File: config.mk
export PLATFORM = sky130hd
export DESIGN_NAME = adc_scan_sequencer
export DESIGN_NICKNAME = d
export VERILOG_FILES = /design/src/rtl/adc_scan_sequencer.sv
export SDC_FILE = /design/constraint.sdc
export NUM_CORES = 1
export LEC_CHECK = 0
export CAP_MARGIN = 20
export CORE_UTILIZATION = 50
export DETAILED_ROUTE_END_ITERATION = 10
export PLACE_DENSITY = 0.73
export RECOVER_POWER = 100
export SYNTH_ARGS = -nofsm -noshare
export SYNTH_HDL_FRONTEND = slang
export SYNTH_SLANG_ARGS = --single-unit
File: constraint.sdc
create_clock -name clock_clk -period 2.9 [get_ports clock_clk]
set_clock_uncertainty 0.2 [all_clocks]
set_input_delay 0.435 -clock clock_clk [delete_from_list [all_inputs] [get_ports clock_clk]]
set_output_delay 0.435 -clock clock_clk [all_outputs]
set_load 0.03 [all_outputs]
File: src/rtl/adc_scan_sequencer.sv
// ADC scan sequencer: issues per-channel sample commands over a channel range,
// averages 2^AVG_LOG2 responses per channel and emits one result pulse per
// channel. Supports single and continuous scans with a bounded number of
// commands in flight.
module adc_scan_sequencer #(
  parameter int AVG_LOG2 = 2,
  parameter int MAX_OUT  = 2
) (
  input  logic        clock_clk,
  input  logic        reset_sink_reset_n,
  input  logic        start,
  input  logic        stop,
  input  logic [4:0]  chan_first,
  input  logic [4:0]  chan_last,
  input  logic        cont,
  output logic        command_valid,
  output logic [4:0]  command_channel,
  output logic        command_startofpacket,
  output logic        command_endofpacket,
  input  logic        command_ready,
  input  logic        response_valid,
  input  logic [4:0]  response_channel,
  input  logic [11:0] response_data,
  input  logic        response_startofpacket,
  input  logic        response_endofpacket,
  output logic        result_valid,
  output logic [4:0]  result_channel,
  output logic [11:0] result_data,
  output logic        result_last,
  output logic        busy,
  output logic        seq_err,
  output logic        cfg_err
);

  localparam int             CW       = 5;
  localparam logic [CW-1:0]  CNT_LAST = CW'((1 << AVG_LOG2) - 1);
  localparam logic [1:0]     MAX_OUTL = 2'(MAX_OUT);

  typedef enum logic [1:0] {IDLE, ISSUE, DRAIN} state_t;

  state_t        state_q, state_d;
  logic [4:0]    first_q, first_d, last_q, last_d;
  logic          cont_q, cont_d, stop_pend_q, stop_pend_d;
  logic [4:0]    iss_ch_q, iss_ch_d, rsp_ch_q, rsp_ch_d;
  logic [CW-1:0] iss_cnt_q, iss_cnt_d, rsp_cnt_q, rsp_cnt_d;
  logic [1:0]    out_q, out_d;
  logic [15:0]   acc_q, acc_d, acc_sum;
  logic          cmd_valid_q, cmd_valid_d;
  logic [4:0]    cmd_channel_q, cmd_channel_d;
  logic          cmd_pkt_q, cmd_pkt_d;
  logic          result_valid_q, result_valid_d, result_last_q, result_last_d;
  logic [4:0]    result_channel_q, result_channel_d;
  logic [11:0]   result_data_q, result_data_d;
  logic          busy_q, busy_d, seq_err_q, seq_err_d, cfg_err_q, cfg_err_d;
  logic          hs, rsp_ok;

  // Packet delimiters on the response side carry no information for us.
  logic unused_rsp_pkt;
  assign unused_rsp_pkt = response_startofpacket ^ response_endofpacket;

  assign command_valid         = cmd_valid_q;
  assign command_channel       = cmd_channel_q;
  assign command_startofpacket = cmd_pkt_q;
  assign command_endofpacket   = cmd_pkt_q;
  assign result_valid          = result_valid_q;
  assign result_channel        = result_channel_q;
  assign result_data           = result_data_q;
  assign result_last           = result_last_q;
  assign busy                  = busy_q;
  assign seq_err               = seq_err_q;
  assign cfg_err               = cfg_err_q;

  // Next-state: issue side, response/averaging side and scan control.
  always_comb begin
    state_d          = state_q;
    first_d          = first_q;
    last_d           = last_q;
    cont_d           = cont_q;
    stop_pend_d      = stop_pend_q;
    iss_ch_d         = iss_ch_q;
    iss_cnt_d        = iss_cnt_q;
    rsp_ch_d         = rsp_ch_q;
    rsp_cnt_d        = rsp_cnt_q;
    acc_d            = acc_q;
    seq_err_d        = seq_err_q;
    cfg_err_d        = 1'b0;
    result_valid_d   = 1'b0;
    result_channel_d = result_channel_q;
    result_data_d    = result_data_q;
    result_last_d    = result_last_q;

    hs      = cmd_valid_q & command_ready;
    rsp_ok  = response_valid & (out_q != 2'd0);
    acc_sum = acc_q + {4'd0, response_data};

    // In-flight count; a beat with nothing outstanding is an anomaly, not a decrement.
    case ({hs, rsp_ok})
      2'b10:   out_d = out_q + 2'd1;
      2'b01:   out_d = out_q - 2'd1;
      default: out_d = out_q;
    endcase
    if (response_valid && out_q == 2'd0) seq_err_d = 1'b1;

    if (rsp_ok) begin
      acc_d = acc_sum;
      if (response_channel != rsp_ch_q) seq_err_d = 1'b1;
      if (rsp_cnt_q == CNT_LAST) begin
        rsp_cnt_d        = '0;
        acc_d            = '0;
        result_valid_d   = 1'b1;
        result_data_d    = 12'(acc_sum >> AVG_LOG2);
        result_channel_d = rsp_ch_q;
        result_last_d    = (rsp_ch_q == last_q);
        rsp_ch_d         = (rsp_ch_q == last_q) ? first_q : rsp_ch_q + 5'd1;
      end else begin
        rsp_cnt_d = rsp_cnt_q + 1'b1;
      end
    end

    case (state_q)
      IDLE: begin
        if (start) begin
          if (chan_first <= chan_last) begin
            first_d     = chan_first;
            last_d      = chan_last;
            cont_d      = cont;
            stop_pend_d = 1'b0;
            seq_err_d   = 1'b0;
            iss_ch_d    = chan_first;
            rsp_ch_d    = chan_first;
            iss_cnt_d   = '0;
            rsp_cnt_d   = '0;
            acc_d       = '0;
            state_d     = ISSUE;
          end else begin
            cfg_err_d = 1'b1;
          end
        end
      end
      ISSUE: begin
        if (stop) stop_pend_d = 1'b1;
        if (hs) begin
          if (iss_cnt_q == CNT_LAST) begin
            // Group boundary: a pending stop ends the scan here.
            iss_cnt_d = '0;
            if (stop_pend_d)            state_d  = DRAIN;
            else if (iss_ch_q == last_q) begin
              if (cont_q)               iss_ch_d = first_q;
              else                      state_d  = DRAIN;
            end else                    iss_ch_d = iss_ch_q + 5'd1;
          end else begin
            iss_cnt_d = iss_cnt_q + 1'b1;
          end
        end
      end
      DRAIN: begin
        // The final result pulse is already on the output when out_q hits 0.
        if (out_q == 2'd0) state_d = IDLE;
      end
      default: state_d = IDLE;
    endcase

    // Valid only rises while below the in-flight limit; since out_d never
    // grows without a handshake, an asserted command stays put until taken.
    cmd_valid_d   = (state_d == ISSUE) && (out_d < MAX_OUTL);
    cmd_channel_d = iss_ch_d;
    cmd_pkt_d     = cmd_valid_d;
    busy_d        = (state_d != IDLE);
  end

  // State and registered outputs.
  always_ff @(posedge clock_clk or negedge reset_sink_reset_n) begin
    if (!reset_sink_reset_n) begin
      state_q          <= IDLE;
      first_q          <= '0;
      last_q           <= '0;
      cont_q           <= 1'b0;
      stop_pend_q      <= 1'b0;
      iss_ch_q         <= '0;
      iss_cnt_q        <= '0;
      rsp_ch_q         <= '0;
      rsp_cnt_q        <= '0;
      out_q            <= '0;
      acc_q            <= '0;
      cmd_valid_q      <= 1'b0;
      cmd_channel_q    <= '0;
      cmd_pkt_q        <= 1'b0;
      result_valid_q   <= 1'b0;
      result_channel_q <= '0;
      result_data_q    <= '0;
      result_last_q    <= 1'b0;
      busy_q           <= 1'b0;
      seq_err_q        <= 1'b0;
      cfg_err_q        <= 1'b0;
    end else begin
      state_q          <= state_d;
      first_q          <= first_d;
      last_q           <= last_d;
      cont_q           <= cont_d;
      stop_pend_q      <= stop_pend_d;
      iss_ch_q         <= iss_ch_d;
      iss_cnt_q        <= iss_cnt_d;
      rsp_ch_q         <= rsp_ch_d;
      rsp_cnt_q        <= rsp_cnt_d;
      out_q            <= out_d;
      acc_q            <= acc_d;
      cmd_valid_q      <= cmd_valid_d;
      cmd_channel_q    <= cmd_channel_d;
      cmd_pkt_q        <= cmd_pkt_d;
      result_valid_q   <= result_valid_d;
      result_channel_q <= result_channel_d;
      result_data_q    <= result_data_d;
      result_last_q    <= result_last_d;
      busy_q           <= busy_d;
      seq_err_q        <= seq_err_d;
      cfg_err_q        <= cfg_err_d;
    end
  end

endmodule

==> Yosys cells after proc, flatten, opt, wreduce, memory -nomap -nowiden <==
Index checks and enable logic that the tools add are counted.
{ "op_classes": {"addsub": 7, "n_lt_le_gt_ge": 2, "eq_ne": 16, "n_mux": 55, "bitwise": 2, "n_reduce_logical": 12} }
{ "ops": {"columns": ["op", "n"], "rows": [
  ["$mux 5", 22],
  ["$mux 16", 5],
  ["$add 5x1->5 const B", 4],
  ["$pmux 5 s2", 2],
  ["$add 16x12->16", 1],
  ["$mux 2", 8],
  ["$mux 1", 15],
  ["$eq 5x2->1 const B", 2],
  ["$eq 5x5->1", 2],
  ["$ne 2x2->1 const B", 5],
  ["$reduce_and 7->1", 1],
  ["$eq 2x1->1 const B", 3],
  ["$pmux 2 s3", 1],
  ["$reduce_and 3->1", 2],
  ["$reduce_bool 2->1", 3],
  ["$le 5x5->1", 1],
  ["$ne 5x5->1", 1],
  ["$eq 2x2->1 const B", 2],
  ["$logic_not 2->1", 2],
  ["$pmux 2 s2", 1],
  ["$reduce_and 4->1", 1],
  ["$ne 3x3->1 const B", 1],
  ["$add 2x1->2 const B", 1],
  ["$and 1x1->1", 2],
  ["other kinds (5)", 6]
]} }
{ "totals": {"ff_bits": 75, "inputBits": 36, "out_inout_bits": 30} }

==> Depth between registers and ports, before layout <==
Gate-level depths: netlist (run 1).
{ "depth": {"ltp_word": 8, "ltp_mapped": 9, "depth_no_buf": 9} }

==> Worst setup path before layout (run 1) <==
No wires, ideal clock.
{ "synth_path": {"path_type": "input to register", "startpoint": "in response_data[0]", "endpoint": "reg acc_q[12]", "setup_ns": 0.136, "arrival_time_ns": 1.973, "required_ns": 2.564, "path_slack_ns": 0.591, "stages": 9, "cell_sequence": "ha_1 -> inv_1 -> fa_1 -> nor2b_1 -> o31a_1 -> nor3_1 -> o21ai_0 -> mux2i_1 -> a21oi_1"} }
{ "synth_between": {"elab_chain_len": 6} }
{ "synth_lines": {"columns": ["item", "line_no", "source"], "rows": [
  ["start: declaration", "23", "input logic [11:0] response_data,"],
  ["$add 16x12->16 (*)", "94", "acc_sum = acc_q + {4'd0, response_data};"],
  ["$mux 16 (*)", "107", "if (rsp_cnt_q == CNT_LAST) begin"],
  ["$mux 16 (*)", "104", "if (rsp_ok) begin"],
  ["$mux 16", "123", "if (chan_first <= chan_last) begin"],
  ["$mux 16", "122", "if (start) begin"],
  ["$mux 16 (*)", "120", "case (state_q)"],
  ["via acc_d[12]", "47", "logic [15:0] acc_q, acc_d, acc_sum;"],
  ["end signal: assignment", "184", "acc_q <= '0;"],
  ["end signal: assignment", "206", "acc_q <= acc_d;"],
  ["end: declaration", "47", null]
]} }
The timed path passes the listed nets; every way through them passes the cells marked *.
A chain may end at the register's enable or synchronous reset.

==> Final worst setup path (run 1) <==
{ "layout_path": {"startpoint": "in chan_last[4]", "endpoint": "reg iss_cnt_q[2]"} }
{ "layout_between": {"elab_chain_len": 3} }
{ "layout_lines": {"columns": ["item", "line_no", "source"], "rows": [
  ["start: declaration", "14", "input logic [4:0] chan_last,"],
  ["$le 5x5->1", "123", null],
  ["$ne 2x2->1 (no source line)", null, null],
  ["$reduce_and 4->1 (no source line)", null, null],
  ["end signal: assignment", "202", "iss_cnt_q <= iss_cnt_d;"],
  ["end: declaration", "45", "logic [CW-1:0] iss_cnt_q, iss_cnt_d, rsp_cnt_q, rsp_cnt_d;"]
]} }
No other way between the ends.

==> reports/metrics.yaml, run 1 <==
logic_synthesis:
  synth_compound_area_share_pct: 17.2
  synth_edf_count: 0
  synthTopCellsByArea: "dfrtp_1, nand2_1, ha_1, o21ai_0, xnor2_1"
  synth_xor_xnor_area_share_pct: 6.40
  synth_largest_area_cell: "dfrtp_1"
  synth_fa_ha_area_share_pct: 6.97
  syn_inst: 475
  synth-seq-cells: 73
  yosysWarnings: 0
  ys.flop_type: "dfrtp_1"
  yosysSeqAreaShare_pct: 43.1
  synthMuxAreaShare_pct: 3.81
  synth-simple-area-share_pct: 18.6
  synth_top_area_share_pct: 43.1
  avgSynthCellArea_um2: 8.92
  yosys.cell_types.count: 53
  synth_top_family_by_area: "simple AND/OR/NAND/NOR gates"
  syn_nets: 534
  ys_async_sr_fraction_pct: 100
  synth.cell_area_um2: 4240
floorplanning:
  dieArea_um2: 8850
  boundaryPins: 66
  coreArea_um2: 8220
  die_w_um: 94.1
  initial_core_util_pct: 51.6
  die_y_um: 94.1
  fp-row-count: 33
global_routing:
  gr-usage-met3_pct: 4.05
  grt-busiest-layer: "met2"
  grt_pass1_vias: 3474
  grt_use_met2_pct: 38.1
  antenna_found_initial: 0
  use_met1_pct: 34.6
  grt_pass1_wl_um: 16700
  overflow: 0
  grt_max_degree: 46
  grt.total_usage_pct: 24.4
detailed_routing:
  routed_wl_um: 9850
  ant_nets: 0
  drt_iter0_drc: 171
  wl_per_cell_um: 14.9
  num_vias: 3656
  route.detailed.drc: 0
  drt_pass1_iterations: 5
  via_per_inst: 5.54
worst_hold_path:
  hold_class: "reg -> reg"
  min_from: "result_data[2]"
place:
  gp_congestion: 0.849
  port_buffers: 63
  post_dp_cell_area_um2: 5070
  place_hpwl_um: 7330
power:
  power_mw: 5.56
  p_seq_share_pct: 33.8
  pwr-share-clk_pct: 14.3
  ir_worst_vdd_v: 0.000442
  power.leakage_nw: 2.42
  switching_share_pct: 44.1
  pwr-share-comb_pct: 51.9
  p_int_mw: 3.11
  p_sw_mw: 2.45
  power_density_nw_per_um2: 1060
clock_network:
  path_clk_slew_ps: 80
  ctsRootBufferMaster: "clkbuf_8"
  cts_buffers: 9
  cts_tree: "done"
  clockBufferDepth: 2
  post_cts_buffers: 0
  insertion_delay_ps: 340
  clock-sinks: 73
  h-tree-depth: 3
final_layout:
  final_area_um2: 5250
  insertedDiodeCount: 0
  final_common_cell: "nand2_1"
  drive_gt1_share_pct: 8.29
  area_growth_pct: 23.8
  final_util_pct: 63.9
  layout_common_cells: "nand2_1, dfrtp_1, nor2_1"
  filler_cell_count: 719
  fin_nets: 610
critical_path:
  critPathCaptureType: "flip-flop"
  reg2reg_from: "rsp_cnt_q[0]"
  cp_data_required_time_ps: 2930
  start_kind: "primary input"
  path_max_fanout: 4
  critPathKind: "in -> reg"
  crit_start: "chan_last[4]"
  cp.arrival_ps: 2660
timing:
  rsz0062_at_grt: "false"
  fin_setup_tns_ps: 0
  min_period_over_period_pct: 90.7
  worst-slew-pin-transition_ps: 1670
  slew_violations: 29
  period_needed_ps: 2630
  slew_headroom_pct: -11.1
  setup_violations: 0
  fmax_ghz: 0.380
  hold_viol_final: 0
outcome:
  violations: "max-capacitance violations, max-slew violations"
  outcome: "finished, violations left"
job:
  maxCapViolations: 1
[Yosys cell counts (3+ instances only)]
| master | number |
|---|---|
| a211oi_1 | 5 |
| o211ai_1 | 4 |
| dfrtp_1 | 73 |
| clkbuf_1 | 10 |
| nor2b_1 | 4 |
| inv_1 | 17 |
| xnor2_1 | 20 |
| nand2_1 | 85 |
| nor3_1 | 7 |
| o21ai_0 | 40 |
| nor2_1 | 42 |
| mux2_2 | 9 |
| and3_1 | 3 |
| nand2b_1 | 3 |
| xor2_1 | 11 |
| o21a_1 | 7 |
| or3_1 | 4 |
| nand3_1 | 15 |
| a21oi_1 | 22 |
| ha_1 | 22 |
| o22ai_1 | 4 |
| buf_2 | 6 |
| mux2i_1 | 6 |
| a31oi_1 | 7 |
| nand4_1 | 5 |
| a22oi_1 | 7 |
| a21o_1 | 5 |
[per-stage QoR]
step                std cells  setup slack, ps  hold slack [ps]
detailed placement        644             13.6              266
CTS                       660              365              285
global route              660              110              302
floorplan                 475              591            -60.6
global placement          644             42.2              260
finish                    660              269              276
[flip-flops by register name (all words and copies together) (netlist names)]
signal and flops:
acc_q 14, result_data 12, command_channel 5, first_q 5, iss_cnt_q 5, last_q 5, result_channel 5, rsp_ch_q 5
rsp_cnt_q 5, out_q 2, state_q 2, busy 1, cfg_err 1, command_endofpacket 1, cont_q 1, result_last 1
result_valid 1, seq_err 1, stop_pend_q 1
[cell families (layout without fill, tap and decap cells)]
logic type | count (synthesis) | after routing
and+or+nand+nor | 178 | 178
DFF | 73 | 73
xor gates and xnor gates | 31 | 31
buffers and inverters | 39 | 119
AOI/OAI and AO/OA | 116 | 116
muxes | 15 | 15
adders and majority gates | 23 | 23
[path summary, 6_finish.rpt]
kind / end / slack [ps] / depth (start not counted)
setup reg to reg: result_data[1] / 350 / 6
hold / removal: result_data[2] / 280 / 2
setup / recovery: iss_cnt_q[2] / 270 / 9
min in group asynchronous: last_q[1] / 850 / 2
hold reg to reg: result_data[2] / 280 / 2
max in group asynchronous: acc_q[12] / 670 / 3
[worst max-delay path, stage by stage]
cell             delay [ps]
clkdlybuf4s50_1         460
inv_1                    70
ha_1                    280
and4_1                  240
a21oi_1                 100
clkbuf_4                140
a21oi_1                 360
o21ai_0                 280
a32o_1                  310
[power groups by stage]
stage               Combinational, mW  Clock [mW]  Sequential [mW]
floorplan                        1.78           0             2.12
global placement                 2.87           0             1.88
detailed placement               2.94           0             1.90
CTS                              2.97       0.818             1.89
global route                     3.22       0.857             1.94
finish                           2.89       0.796             1.88
[layer usage]
| metal | routed length (um) | vias up | share of wire (%) |
|---|---|---|---|
| met5 | 0 | - | 0 |
| met4 | 108 | 0 | 1.1 |
| met3 | 323 | 9 | 3.3 |
| met2 | 4580 | 82 | 46 |
| met1 | 4840 | 1761 | 49 |
| li1 | - | 1804 | - |
[final cells by class]
class / count / area (um^2) / area share (%)
multi-input cells: 363 / 2240 / 42.7
clock inverters: 5 / 56.3 / 1.07
repair buffers: 85 / 785 / 14.9
flip-flops and latches: 73 / 1830 / 34.8
well taps: 105 / 131 / 2.50
clock buffers: 10 / 138 / 2.62
inverters: 19 / 71.3 / 1.36
[what timing repair did]
action	in CTS	in global routing
hold buffers	1	0
endpoints found under the hold margin	28	0
gates resized for setup	0	0
Note: power is estimated with default switching activity, not from simulation.
==> run 2, diff against run 1 <==
--- a/config.mk
+++ b/config.mk
@@ -8,7 +8,7 @@
 export CAP_MARGIN = 20
 export CORE_UTILIZATION = 50
 export DETAILED_ROUTE_END_ITERATION = 10
-export PLACE_DENSITY = 0.73
+export PLACE_DENSITY = 0.71
 export RECOVER_POWER = 100
 export SYNTH_ARGS = -nofsm -noshare
 export SYNTH_HDL_FRONTEND = slang
==> reports/metrics.yaml, run 2 (synthesis gave the netlist of run 1 again) <==
detailed_routing:
  wl_per_cell_um: 15.2
  num_vias: 3681
  drt_iter0_drc: 153
  routed_wl_um: 10000
  via_per_inst: 5.57
  drt_pass1_iterations: 4
  ant_nets: 0
  route.detailed.drc: 0
global_routing:
  grt_pass1_wl_um: 16800
  antenna_found_initial: 0
  overflow: 0
  grt.total_usage_pct: 25.0
  grt_max_degree: 33
  grt_pass1_vias: 3489
floorplanning:
  boundaryPins: 66
  die_w_um: 94.1
  fp-row-count: 33
  initial_core_util_pct: 51.6
  dieArea_um2: 8850
  coreArea_um2: 8220
  die_y_um: 94.1
final_layout:
  largest_register_ffs: 14
  fin_nets: 610
  insertedDiodeCount: 0
  final_common_cell: "nand2_1"
  largest_register: "acc_q"
  final_cell_count_no_fill: 661
  layout_common_cells: "nand2_1, dfrtp_1, nor2_1"
  area_growth_pct: 25.3
  drive_gt1_share_pct: 8.27
power:
  ir_worst_vdd_v: 0.000655
  power.leakage_nw: 2.46
  power_mw: 5.76
  power_density_nw_per_um2: 1080
timing:
  hold_viol_final: 0
  fin_setup_tns_ps: 0
  min_period_over_period_pct: 93.7
  setup_violations: 0
  period_needed_ps: 2720
  fmax_ghz: 0.368
  holdWs_ps: 276
  worst-slew-pin-transition_ps: 1580
  rsz0062_at_grt: "false"
  slew_violations: 27
  slew_headroom_pct: -5.30
clock_network:
  h-tree-depth: 3
  insertion_delay_ps: 350
  clockBufferDepth: 2
  post_cts_resize_count: 0
  cts_buffers: 9
  cts_tree: "done"
  clock-sinks: 73
  path_clk_slew_ps: 70
  ctsRootBufferMaster: "clkbuf_8"
outcome:
  outcome: "finished, violations left"
  violations: "max-capacitance violations, max-slew violations"
critical_path:
  crit_family: "buffers and inverters"
  cp_slowest_cell: "dlygate4sd3_1"
  start_kind: "primary input"
  path_max_fanout: 6
  cp.arrival_ps: 2750
  crit_chain: "dlygate4sd3_1 -> inv_1 -> ha_1 -> and4_1 -> and3_1 -> a21o_1 -> o22ai_2 -> mux2_2"
  cpPeakStageDelay_ps: 540
  crit_buf_inv: 2
  critPathKind: "in -> reg"
  cp_data_required_time_ps: 2930
  critPathCaptureType: "flip-flop"
place:
  place_hpwl_um: 7550
  port_buffers: 63
  gp_congestion: 0.877
  placed_cells: 644
job:
  maxCapViolations: 1
worst_hold_path:
  hold_class: "reg -> reg"
run 2: per-layer routing:
metal / routed length [um] / vias to the layer above / part of all wire [%] / track usage [%]
met4: 185 / 0 / 1.8 / 9.49
met5: 0 / - / 0 / 0
li1: - / 1807 / - / -
met2: 4630 / 95 / 46 / 38.3
met1: 4810 / 1759 / 48 / 34.9
met3: 410 / 20 / 4.1 / 4.94
run 2: what timing repair did:
action,in CTS,in global routing
hold buffers,1,0
buffers inserted,0,0
endpoints found under the hold margin,25,0
run 2: worst min-delay path, stage by stage (launching register included):
cell and delay (ps):
dfrtp_1 350, nand2_1 50, nand2_1 50
run 2: where the power goes:
part | internal (mW) | switching, mW
clock network | 0.621 | 0.379
registers | 1.47 | 0.426
logic | 1.22 | 1.64
total | 3.31 | 2.45
run 2: layout make-up:
type	count	area, um^2
fill	705	2910
multi-input combinational	363	2230
tap	105	131
sequential	73	1830
clock buffer	12	155
timing repair buffer	85	795
clock inverter	4	98.8
inverter	19	71.3
run 2: metrics by stage:
stage	worst slack [ps]	util (%)	area [um^2]
CTS	328	65.1	5350
finish	183	64.6	5310
floorplan	591	-	4240
global route	92.5	64.6	5310
detailed placement	-29.9	61.8	5080
global placement	24.5	61.8	5080
run 2: path summary, 6_finish.rpt:
kind / slack, ps / to / depth (start not counted) / start
hold / removal: 280 / result_data[6] / 2 / result_data[6]
setup / recovery: 180 / command_channel[2] / 8 / chan_last[4]
hold reg to reg: 280 / result_data[6] / 2 / result_data[6]
min in group asynchronous: 820 / result_data[7] / 2 / reset_sink_reset_n
setup reg to reg: 390 / result_data[3] / 6 / rsp_cnt_q[0]
max in group asynchronous: 530 / command_channel[2] / 3 / reset_sink_reset_n
